--- src/rtl/i2c_pkg.sv ---
// Shared types for the passive I2C bus monitor: event encoding, event record
// and the frame-tracking FSM state.
package i2c_pkg;

  typedef enum logic [1:0] {
    EVT_START  = 2'd0,
    EVT_RSTART = 2'd1,
    EVT_STOP   = 2'd2,
    EVT_BYTE   = 2'd3
  } i2c_evt_e;

  typedef struct packed {
    i2c_evt_e    typ;
    logic [7:0]  data;
    logic        ack;
    logic        err;
  } i2c_evt_t;

  typedef enum logic [1:0] {
    ST_IDLE  = 2'd0,
    ST_SHIFT = 2'd1,
    ST_ACK   = 2'd2
  } i2c_state_e;

  localparam int         BIT_CNT_W = 4;
  localparam logic [3:0] LAST_DATA_BIT = 4'd7;

endpackage

--- src/rtl/i2c_line_filter.sv ---
// Synchroniser + stability filter + edge pulses for one open-drain bus line.
// The filtered line only moves after FILT_LEN consecutive equal synchronised
// samples, so pad-to-filtered latency is SYNC_STAGES + FILT_LEN cycles.
module i2c_line_filter #(
  parameter int SYNC_STAGES = 2,
  parameter int FILT_LEN    = 3
) (
  input  logic i_clk,
  input  logic i_rst,
  input  logic i_line,
  output logic o_filt,
  output logic o_rise,
  output logic o_fall
);

  localparam int CNT_W = (FILT_LEN > 1) ? $clog2(FILT_LEN) : 1;
  localparam logic [CNT_W-1:0] CNT_LAST = CNT_W'(FILT_LEN - 1);

  logic [SYNC_STAGES-1:0] r_sync;
  logic [CNT_W-1:0]       r_cnt;
  logic                   r_filt;
  logic                   r_prev;
  logic                   w_in;
  logic                   w_samp;

  // A released (z) or unknown wire reads as the pulled-up level.
  assign w_in   = (i_line === 1'b0) ? 1'b0 : 1'b1;
  assign w_samp = r_sync[SYNC_STAGES-1];

  // Synchronise, then accept a new level only once it has been stable long enough.
  always_ff @(posedge i_clk) begin
    if (i_rst) begin
      r_sync <= '1;
      r_cnt  <= '0;
      r_filt <= 1'b1;
      r_prev <= 1'b1;
    end else begin
      r_sync <= {r_sync[SYNC_STAGES-2:0], w_in};
      r_prev <= r_filt;
      if (w_samp == r_filt) begin
        r_cnt <= '0;
      end else if (r_cnt == CNT_LAST) begin
        r_filt <= w_samp;
        r_cnt  <= '0;
      end else begin
        r_cnt <= r_cnt + CNT_W'(1);
      end
    end
  end

  assign o_filt = r_filt;
  assign o_rise = r_filt & ~r_prev;
  assign o_fall = ~r_filt & r_prev;

endmodule

--- src/rtl/i2c_bus_monitor.sv ---
// Passive I2C bus monitor: filters sda/scl, detects START/RSTART/STOP,
// deserialises 9-bit frames and reports each as an event.
//
// Event handshake: evt_valid is high while the event register holds an
// unconsumed event; the event and its fields stay stable until the cycle in
// which evt_valid && evt_ready, where it is consumed. A new event arriving in
// that same cycle replaces it (valid stays 1); a new event arriving while
// evt_valid && !evt_ready is dropped and sets the sticky overflow flag.
module i2c_bus_monitor
  import i2c_pkg::*;
#(
  parameter int SYNC_STAGES = 2,
  parameter int FILT_LEN    = 3
) (
  input  logic       system_clock,
  input  logic       reset,
  input  logic       sda,
  input  logic       scl,
  output logic       evt_valid,
  input  logic       evt_ready,
  output logic [1:0] evt_type,
  output logic [7:0] evt_data,
  output logic       evt_ack,
  output logic       evt_err,
  output logic       bus_busy,
  output logic       overflow,
  input  logic       overflow_clr,
  output logic [1:0] dbg_state
);

  logic w_sda_filt, w_sda_rise, w_sda_fall;
  logic w_scl_filt, w_scl_rise, w_scl_fall;

  i2c_line_filter #(.SYNC_STAGES(SYNC_STAGES), .FILT_LEN(FILT_LEN)) u_sda_filt (
    .i_clk (system_clock),
    .i_rst (reset),
    .i_line(sda),
    .o_filt(w_sda_filt),
    .o_rise(w_sda_rise),
    .o_fall(w_sda_fall)
  );

  i2c_line_filter #(.SYNC_STAGES(SYNC_STAGES), .FILT_LEN(FILT_LEN)) u_scl_filt (
    .i_clk (system_clock),
    .i_rst (reset),
    .i_line(scl),
    .o_filt(w_scl_filt),
    .o_rise(w_scl_rise),
    .o_fall(w_scl_fall)
  );

  // START/STOP only while SCL is steadily high; an SDA edge coincident with an
  // SCL edge is treated as a data transition.
  logic w_cond_ok, w_start, w_stop;
  assign w_cond_ok = w_scl_filt & ~w_scl_rise & ~w_scl_fall;
  assign w_start   = w_cond_ok & w_sda_fall;
  assign w_stop    = w_cond_ok & w_sda_rise;

  i2c_state_e           r_state, w_state_nxt;
  logic [BIT_CNT_W-1:0] r_bit_cnt, w_bit_cnt_nxt;
  logic [7:0]           r_shreg, w_shreg_nxt;
  logic                 r_busy, w_busy_nxt;
  logic                 w_evt_new;
  i2c_evt_t             w_evt;
  logic                 w_frame_err;

  // Every STOP and repeated START is preceded by an SCL rise that the shifter
  // samples as a provisional bit, so a frame only counts as partial once more
  // than that one bit has been collected.
  assign w_frame_err = (r_bit_cnt > 4'd1);

  // Frame-tracking state, shift register, bit counter and busy flag.
  always_ff @(posedge system_clock) begin
    if (reset) begin
      r_state   <= ST_IDLE;
      r_bit_cnt <= '0;
      r_shreg   <= '0;
      r_busy    <= 1'b0;
    end else begin
      r_state   <= w_state_nxt;
      r_bit_cnt <= w_bit_cnt_nxt;
      r_shreg   <= w_shreg_nxt;
      r_busy    <= w_busy_nxt;
    end
  end

  // Next-state and event generation from bus conditions and SCL rises.
  always_comb begin
    w_state_nxt   = r_state;
    w_bit_cnt_nxt = r_bit_cnt;
    w_shreg_nxt   = r_shreg;
    w_busy_nxt    = r_busy;
    w_evt_new     = 1'b0;
    w_evt         = '0;
    if (w_start) begin
      w_evt_new     = 1'b1;
      w_evt.typ     = r_busy ? EVT_RSTART : EVT_START;
      w_evt.err     = w_frame_err;
      w_state_nxt   = ST_SHIFT;
      w_bit_cnt_nxt = '0;
      w_busy_nxt    = 1'b1;
    end else if (w_stop) begin
      w_evt_new     = 1'b1;
      w_evt.typ     = EVT_STOP;
      w_evt.err     = w_frame_err;
      w_state_nxt   = ST_IDLE;
      w_bit_cnt_nxt = '0;
      w_busy_nxt    = 1'b0;
    end else if (w_scl_rise) begin
      case (r_state)
        ST_SHIFT: begin
          w_shreg_nxt   = {r_shreg[6:0], w_sda_filt};
          w_bit_cnt_nxt = r_bit_cnt + 4'd1;
          if (r_bit_cnt == LAST_DATA_BIT) w_state_nxt = ST_ACK;
        end
        ST_ACK: begin
          w_evt_new     = 1'b1;
          w_evt.typ     = EVT_BYTE;
          w_evt.data    = r_shreg;
          w_evt.ack     = w_sda_filt;
          w_bit_cnt_nxt = '0;
          w_state_nxt   = ST_SHIFT;
        end
        default: ;
      endcase
    end
  end

  i2c_evt_t r_evt;
  logic     r_valid;
  logic     r_overflow;
  logic     w_drop;

  assign w_drop = w_evt_new & r_valid & ~evt_ready;

  // Event register with valid/ready handshake.
  always_ff @(posedge system_clock) begin
    if (reset) begin
      r_evt   <= '0;
      r_valid <= 1'b0;
    end else if (w_evt_new && (!r_valid || evt_ready)) begin
      r_evt   <= w_evt;
      r_valid <= 1'b1;
    end else if (r_valid && evt_ready) begin
      r_valid <= 1'b0;
    end
  end

  // Sticky overflow; a drop in the same cycle as a clear wins.
  always_ff @(posedge system_clock) begin
    if (reset) begin
      r_overflow <= 1'b0;
    end else if (w_drop) begin
      r_overflow <= 1'b1;
    end else if (overflow_clr) begin
      r_overflow <= 1'b0;
    end
  end

  assign evt_valid = r_valid;
  assign evt_type  = r_evt.typ;
  assign evt_data  = r_evt.data;
  assign evt_ack   = r_evt.ack;
  assign evt_err   = r_evt.err;
  assign bus_busy  = r_busy;
  assign overflow  = r_overflow;
  assign dbg_state = r_state;

endmodule

--- config.mk ---
export PLATFORM = sky130hd
export DESIGN_NAME = i2c_bus_monitor
export DESIGN_NICKNAME = d
export VERILOG_FILES = /design/src/rtl/i2c_pkg.sv /design/src/rtl/i2c_line_filter.sv /design/src/rtl/i2c_bus_monitor.sv
export SDC_FILE = /design/constraint.sdc
export NUM_CORES = 1
export LEC_CHECK = 0
export CORE_MARGIN = 1.5
export CORE_UTILIZATION = 48
export DETAILED_ROUTE_END_ITERATION = 8
export PLACE_DENSITY = 0.74
export SLEW_MARGIN = 10
export SYNTH_ARGS = -nofsm -noshare
export SYNTH_HDL_FRONTEND = slang
export SYNTH_SLANG_ARGS = --single-unit
--- constraint.sdc ---
create_clock -name system_clock -period 1.55 [get_ports system_clock]
set_input_delay 0.31 -clock system_clock [delete_from_list [all_inputs] [get_ports system_clock]]
set_output_delay 0.31 -clock system_clock [all_outputs]
set_load 0.1 [all_outputs]
# Yosys cells after proc, flatten, opt, wreduce, memory -nomap -nowiden
# Cells that the tools add are included.
# totals
n_memories	0
word_cells	101
ram_bits	0
output_inout_bits	17
latchBits	0
mem_bits_ro	0
register_bits	41
# op_classes
n_eq_ne	11
bitwise_logic	21
muxes	27
shift	0
reduce_logical	19
order_cmp	1
div_mod_pow	0
n_addsub	3
multipliers	0
# op_table
operator	count
$mux 11	2
$mux 1	18
$mux 9	2
$not 1->1	11
$and 1x1->1	10
$reduce_or 3->1	3
$pmux 4 s2	1
$reduce_bool 2->1	4
$eq 2x2->1 const B	3
$mux 2	3
$reduce_and 2->1	3
$reduce_and 3->1	2
$add 2x1->2 const B	2
$add 4x1->4 const B	1
$eq 4x3->1 const B	1
$gt 4x1->1 const B	1
$ne 4x4->1 const B	1
$pmux 2 s2	1
$reduce_and 4->1	1
$reduce_bool 4->1	1
$reduce_bool 3->1	1
$eq 1x1->1	2
$eq 2x1->1 const B	1
$eqx 1x1->1 const B	2
4 further kinds	5

# Longest topological paths before layout
# Gate-level depths: netlist of the first run.
# logic_depth
ltp_word	11
depth_mapped	8
mapped_depth_nobuf	6

# Hierarchy
# A second synthesis of the first run with hierarchy kept.
# unflattened
cells_unflattened	189
hier_area_um2	1667.8
# modules_own_cells
mod	area_per_inst_um2	instances	cells_per_inst
i2c_bus_monitor	1257.5	1	153
i2c_line_filter	205.2	2	18

# Worst setup path after synthesis of the first run
# OpenSTA, ideal clock, no wires.
# synth_path
kind	register to register
from	reg r_state[0], in the netlist dbg_state[0]
to	reg r_bit_cnt[3]
synth_period_minus_slack_ns	2.436
stages_incl_launch_ff	6
setup_time_ns	0.070
arrival_time_ns	2.367
slack_ns	-0.886
cell_sequence	dfxtp_1 -> inv_1 -> ha_1 -> or3b_4 -> or4_1 -> a21oi_1
# synth_between
elab_chain_len	3
elab_cells_between_ends	5
# synth_rtl
element	line	rtl
start, declared	i2c_bus_monitor.sv:59	i2c_state_e r_state, w_state_nxt;
start signal, assigned	i2c_bus_monitor.sv:80	r_state <= w_state_nxt;
$eq 2x2->1 / $eq 2x1->1 (equally long branches)	i2c_bus_monitor.sv:110	case (r_state)
$reduce_bool 2->1 (no source line)	--	
$reduce_and 2->1 (no source line)	--	
end signal, assigned	i2c_bus_monitor.sv:81	r_bit_cnt <= w_bit_cnt_nxt;
end, declared	i2c_bus_monitor.sv:60	logic [BIT_CNT_W-1:0] r_bit_cnt, w_bit_cnt_nxt;
# Parallel ways exist; a longest one is shown, timed or not.
# A chain may end at the register's enable or synchronous reset.

# Worst setup path after layout of the first run
# Same ends and word-level chain as after synthesis.

==> run metrics, run 1 <==
outcome=finished with violations; failing checks=setup timing; clk_skew=0.00847 ns; vias in the first global route=between 1500 and 2000; pwr dens=686 mW/mm²; first-pass GRT wire length=between 6 and 7 mm; Initial Util=about half; MaxCap Viol Count=0; leakage power=slightly below 0.9 nW; Critical Path Fanout Max=3; final cycle utilization of the critical path=106%; flops & latches, synth=41; Die Footprint=0.00401 mm²; io pins=23; Synth Cell Area=roughly 0.0017 mm²; endpoints failing hold=0; sequential share of the synthesized area=a little under half; Hold Worst Slack=0.421 ns; VDD IR max=between 0.0005 and 0.0006 V; setup_tns=-0.117 ns; largest net degree at the start of global routing=22; Routed WL per cell=about 13 µm; most frequent cells in the layout=37 x dfxtp_1, 19 x nand3_1, 17 x buf_12; switch share=between 20% and 30%; DR vias=1517; post-route minimum period=~1.6 ns; H-tree depth=2; ANT cells=0; # DRC=0; CP delay by family, top=simple AND/OR/NAND/NOR gates; clk sink count=41; crit path DAT=slightly below 2 ns; share of layout cells above drive strength 1=~28%; Cell variety after synth=35; internal power=~1.3 mW; CP Buf/Inv Count=1; CTS Root Cell=clkbuf_4; Worst-path clk slew=about 0.12 ns; PnR worst setup slack=-0.0945 ns; combinational share of power=around 4.2%; Post-DP Area=about 0.0023 mm²; Clock Latency Late Sink=roughly 0.35 ns; synthesis-to-finish area growth=37.6%; Die H=63.3 µm; Least-Margin Pin Slew=0.449 ns; Starting DRT DRC Count=53; final core occ=roughly 70%; final wirelength=3.64 mm; core area=approximately 0.0034 mm²; sequential power share=about 64%; RePlAce Congestion=~0.83; critical path, cell by cell=inv_2, ha_4, or3b_4, or4_4, a21oi_2; Mapped Cells=199; overall routing resource usage=about a fifth; I/O Buffers=22; num rows=21; # nets final=about 250; synthesized net count=roughly 210; Yosys warning total=0; Final Setup Violations=2; Avg Inst Size Synth=8.77 µm²; DP Cell Count=270; Hold Path Class=flop to flop; Clk pwr share=about a third; antenna-violating nets left=0; initial antenna violation count=0; die width=between 60 and 70 µm; CP endpoint kind=flop; slowest CP cell=or4_4; most common cell after layout, fill and taps aside=dfxtp_1; TritonCTS Buffers=5; filler cell count=between 200 and 300; hpwl dp=between 2 and 3 mm; Max Slew Vio Count=0; Non-Filler Instances=roughly 280; Startpoint Class=flop; worst setup path class=flop to flop; DR pass1 iterations=4; Via-to-Cell Ratio=5.40; Design Area, Final=roughly 0.0024 mm²; GRT Residual Overflow=0; net switching power=0.381 mW; Clock Path Buffers=2; CTS tree=done; fmax=roughly 610 MHz; Slew headroom=between 60% and 70%; Largest stage delay, worst path=0.43 ns; Required @ worst endpoint=between 1.5 and 2 ns; setup repair after global routing missed its margin=yes
-- flip-flops by register name (all words and copies together) (netlist names), 2 cells and up --
name / cells
u_sda_filt.r_cnt: 2
u_sda_filt.r_sync: 2
u_scl_filt.r_cnt: 2
r_shreg: 8
u_scl_filt.r_sync: 2
r_bit_cnt: 4
evt_data: 8
dbg_state: 2
evt_type: 2
-- power groups by stage --
stage               Clock, mW  Sequential [mW]  Combinational (mW)
global placement            0             1.08              0.0658
finish                  0.518             1.06              0.0689
global route            0.581             1.06              0.0760
detailed placement          0             1.09              0.0677
CTS                     0.526             1.06              0.0681
floorplan                   0             1.09              0.0335
-- per-stage QoR --
step	setup slack (ns)	power, mW
floorplan	-0.240	1.12
global placement	-0.0400	1.15
detailed placement	-0.134	1.15
CTS	-0.0874	1.66
global route	-0.118	1.72
finish	-0.0945	1.65
-- kinds of logic (layout without fill, tap and decap cells) --
kind of cell             count (synthesis)  count (layout)  synth area share (%)
flip-flops                              41              41                  47.0
XOR/XNOR                                 3               3                  1.51
multiplexers                             2               2                  1.15
AND/OR/NAND/NOR                         81              81                  25.2
buffers and inverters                   20              56                  4.87
adder cells (fa/ha/maj)                  7               7                  5.02
AO/OA/AOI/OAI                           45              45                  15.3
-- timing repair --
item | 4_1_cts | 5_1_grt
pin swaps | 0 | 3
setup buffers | 0 | 3
hold buffers | 0 | 0
setup endpoints to repair | 3 | 15
gates resized for setup | 3 | 7
-- synthesized netlist by cell type --
| cell | number | share of area [%] |
|---|---|---|
| nor3_1 | 3 | 0.86 |
| o21ai_0 | 16 | 4.6 |
| nor3b_1 | 1 | 0.43 |
| a211o_1 | 3 | 1.5 |
| buf_2 | 5 | 1.4 |
| o311ai_0 | 1 | 0.50 |
| dfxtp_1 | 41 | 47 |
| ha_1 | 7 | 5.0 |
| nor2b_1 | 4 | 1.4 |
| or2_2 | 8 | 2.9 |
| nand2b_1 | 12 | 4.3 |
| o22ai_1 | 1 | 0.36 |
| or3_1 | 2 | 0.72 |
| clkbuf_1 | 6 | 1.3 |
| nand2_1 | 13 | 2.8 |
| inv_1 | 8 | 1.7 |
| or3b_2 | 1 | 0.50 |
| mux2i_1 | 2 | 1.1 |
| nor2_1 | 12 | 2.6 |
| a21o_1 | 1 | 0.43 |
| or3b_4 | 1 | 0.65 |
| o311ai_1 | 1 | 0.50 |
| nor4b_1 | 1 | 0.50 |
| nor3b_2 | 1 | 0.72 |
| a211oi_2 | 1 | 0.72 |
| xnor2_1 | 3 | 1.5 |
| buf_4 | 1 | 0.43 |
| a31oi_1 | 4 | 1.4 |
| a2bb2oi_1 | 1 | 0.50 |
| nand3_1 | 19 | 5.4 |
| a21oi_1 | 15 | 4.3 |
| a22oi_1 | 1 | 0.43 |
| or4_1 | 1 | 0.43 |
| nand4b_1 | 1 | 0.50 |
| nand3b_1 | 1 | 0.43 |
-- final cells by class --
cell class / instances / area, µm² / share of cell area [%]
sequential: 41 / 831 / 34.6
clock inverter: 2 / 10.0 / 0.417
timing repair buffer: 40 / 533 / 22.2
multi-input combinational: 138 / 900 / 37.4
inverter: 8 / 30.0 / 1.25
clock buffer: 6 / 41.3 / 1.72
tap: 46 / 57.6 / 2.40
-- worst paths after layout --
kind | startpoint | end | slack [ns] | cells past startpoint
worst max register to register | dbg_state[0] | r_bit_cnt[3] | -0.09 | 5
worst min-delay path | u_sda_filt.r_cnt[0] | u_sda_filt.r_cnt[0] | 0.42 | 1
worst max-delay path | dbg_state[0] | r_bit_cnt[3] | -0.09 | 5
worst min register to register | u_sda_filt.r_cnt[0] | u_sda_filt.r_cnt[0] | 0.42 | 1
-- routing by layer --
metal,share of wire (%),track usage [%],vias to the layer above
met3,3.7,4.11,5
li1,-,-,758
met2,51,35.2,32
met1,44,24.3,722
met4,1.5,9.78,0
met5,0,0,-
No activity file was read; power rests on OpenSTA's default activity.
==> run 2, diff against run 1 <==
CAP_MARGIN = 10   (was default)
CTS_CLUSTER_SIZE = 8   (was default)
TNS_END_PERCENT = 10   (was default)
==> run metrics, run 2 (synthesis results as in run 1) <==
outcome=finished with violations; failing checks=setup timing; Via-to-Cell Ratio=approximately 5.4; critical path, cell by cell=inv_2, ha_4, or3b_4, or4_4, a21oi_2; setup repair after global routing missed its margin=yes; DR pass1 iterations=4; setup bufs post-CTS=0; MaxCap Viol Count=0; overall routing resource usage=about 20%; Least-Margin Pin Slew=roughly 0.34 ns; initial antenna violation count=0; TritonCTS Buffers=5; I/O Buffers=22; hpwl dp=~2.7 mm; pwr dens=approximately 700 mW/mm²; synthesis-to-finish area growth=34.6%; CTS Root Cell=clkbuf_4; Required @ worst endpoint=1.84 ns; CP Launch Point=dbg_state[0]; largest net degree at the start of global routing=19; core area=between 0.003 and 0.004 mm²; Worst-path clk slew=between 0.1 and 0.15 ns; slowest CP cell=or4_4; hold_sp=u_sda_filt.r_sync[0]; fmax=between 600 and 700 MHz; io pins=23; worst setup path class=flop to flop; CP endpoint kind=flop; most frequent cells in the layout=38 x dfxtp_1, 19 x nand3_1, 17 x buf_12; Critical Path Fanout Max=3; Die Footprint=between 0.004 and 0.005 mm²; final cycle utilization of the critical path=102%; H-tree depth=2; Hold Path Stages=1; die width=around 63 µm; # DRC=0; Max Slew Vio Count=0; share of layout cells above drive strength 1=25.3%; antenna-violating nets left=0; setup_tns=-0.0364 ns; most common cell after layout, fill and taps aside=dfxtp_1; Setup WS pre-CTS=-0.104 ns; # nets final=246; Starting DRT DRC Count=59; clk sink count=41; PnR worst setup slack=-0.0364 ns; GRT Residual Overflow=0; num rows=21; first-pass GRT wire length=roughly 6.3 mm; CP delay by family, top=simple AND/OR/NAND/NOR gates; leakage power=roughly 0.86 nW; hold buffers post-CTS=0; RePlAce Congestion=between 0.8 and 0.9; Final Setup Violations=1; endpoints failing hold=0; Die H=approximately 63 µm; CTS tree=done; VDD IR max=0.000630 V; Initial Util=51.1%; vias in the first global route=~1400; CP Buf/Inv Count=1; ANT cells=0; crit path DAT=roughly 1.9 ns; CP Depth=5; Clock Latency Late Sink=roughly 0.35 ns; FF-to-FF Start=dbg_state[0]; Slew headroom=77.1%; Largest stage delay, worst path=about 0.42 ns; Clock Path Buffers=2; Startpoint Class=flop; post-route minimum period=1.59 ns; number of cells on the worst reg-to-reg path=5; final wirelength=between 3 and 4 mm; Routed WL per cell=13.4 µm; clk_skew=roughly 0.012 ns; Hold Path Class=flop to flop; DR vias=approximately 1500
==> run 2: what timing repair did <==
item | 4_1_cts | 5_1_grt
endpoints found under the setup margin | 1 | 11
pin swaps | 2 | 1
resized for setup | 0 | 3
==> run 2: report_power, final <==
part / switching [mW] / internal (mW) / leakage [nW] / total [mW]
sequential: 0.00389 / 1.06 / 0.334 / 1.06
clock: 0.334 / 0.173 / 0.0283 / 0.507
combinational: 0.0318 / 0.0350 / 0.495 / 0.0668
total: 0.370 / 1.27 / 0.857 / 1.64
==> run 2: layout make-up <==
type,instances,area (µm²)
flip-flops and latches,41,830
inverters,8,30.0
clock inverters,1,8.76
clock buffers,6,41.3
fillers,274,1070
repair buffers,39,522
well taps,46,57.6
multi-input cells,138,860
==> run 2: per-layer routing <==
layer,vias up,GRT usage (%),wire (µm)
met4,0,7.88,55
li1,753,-,-
met5,-,0,0
met2,37,35.5,1870
met1,715,22.4,1650
met3,6,5.54,171
==> run 2: path summary, 6_finish.rpt <==
kind	to	slack [ns]
max	r_bit_cnt[3]	-0.04
min	u_sda_filt.r_sync[1]	0.42
min reg2reg	u_sda_filt.r_sync[1]	0.42
max reg2reg	r_bit_cnt[3]	-0.04
==> run 2: through the flow <==
step,cells,total power [mW],hold slack (ns),area (µm²),utilization (%)
final,279,1.64,0.422,2350,68.8
after global routing,279,1.70,0.434,2350,68.8
after CTS,279,1.65,0.424,2340,68.4
after detailed placement,272,1.15,0.396,2290,67.0
after global placement,272,1.15,0.394,2290,67.0
after floorplan,199,1.12,0.389,1770,-
==> run 3, diff against run 2 <==
CTS_CLUSTER_SIZE = 28   (was 8)
==> results of run 3 <==
No change in the layout: final DEF, timing and power equal those of run 2.
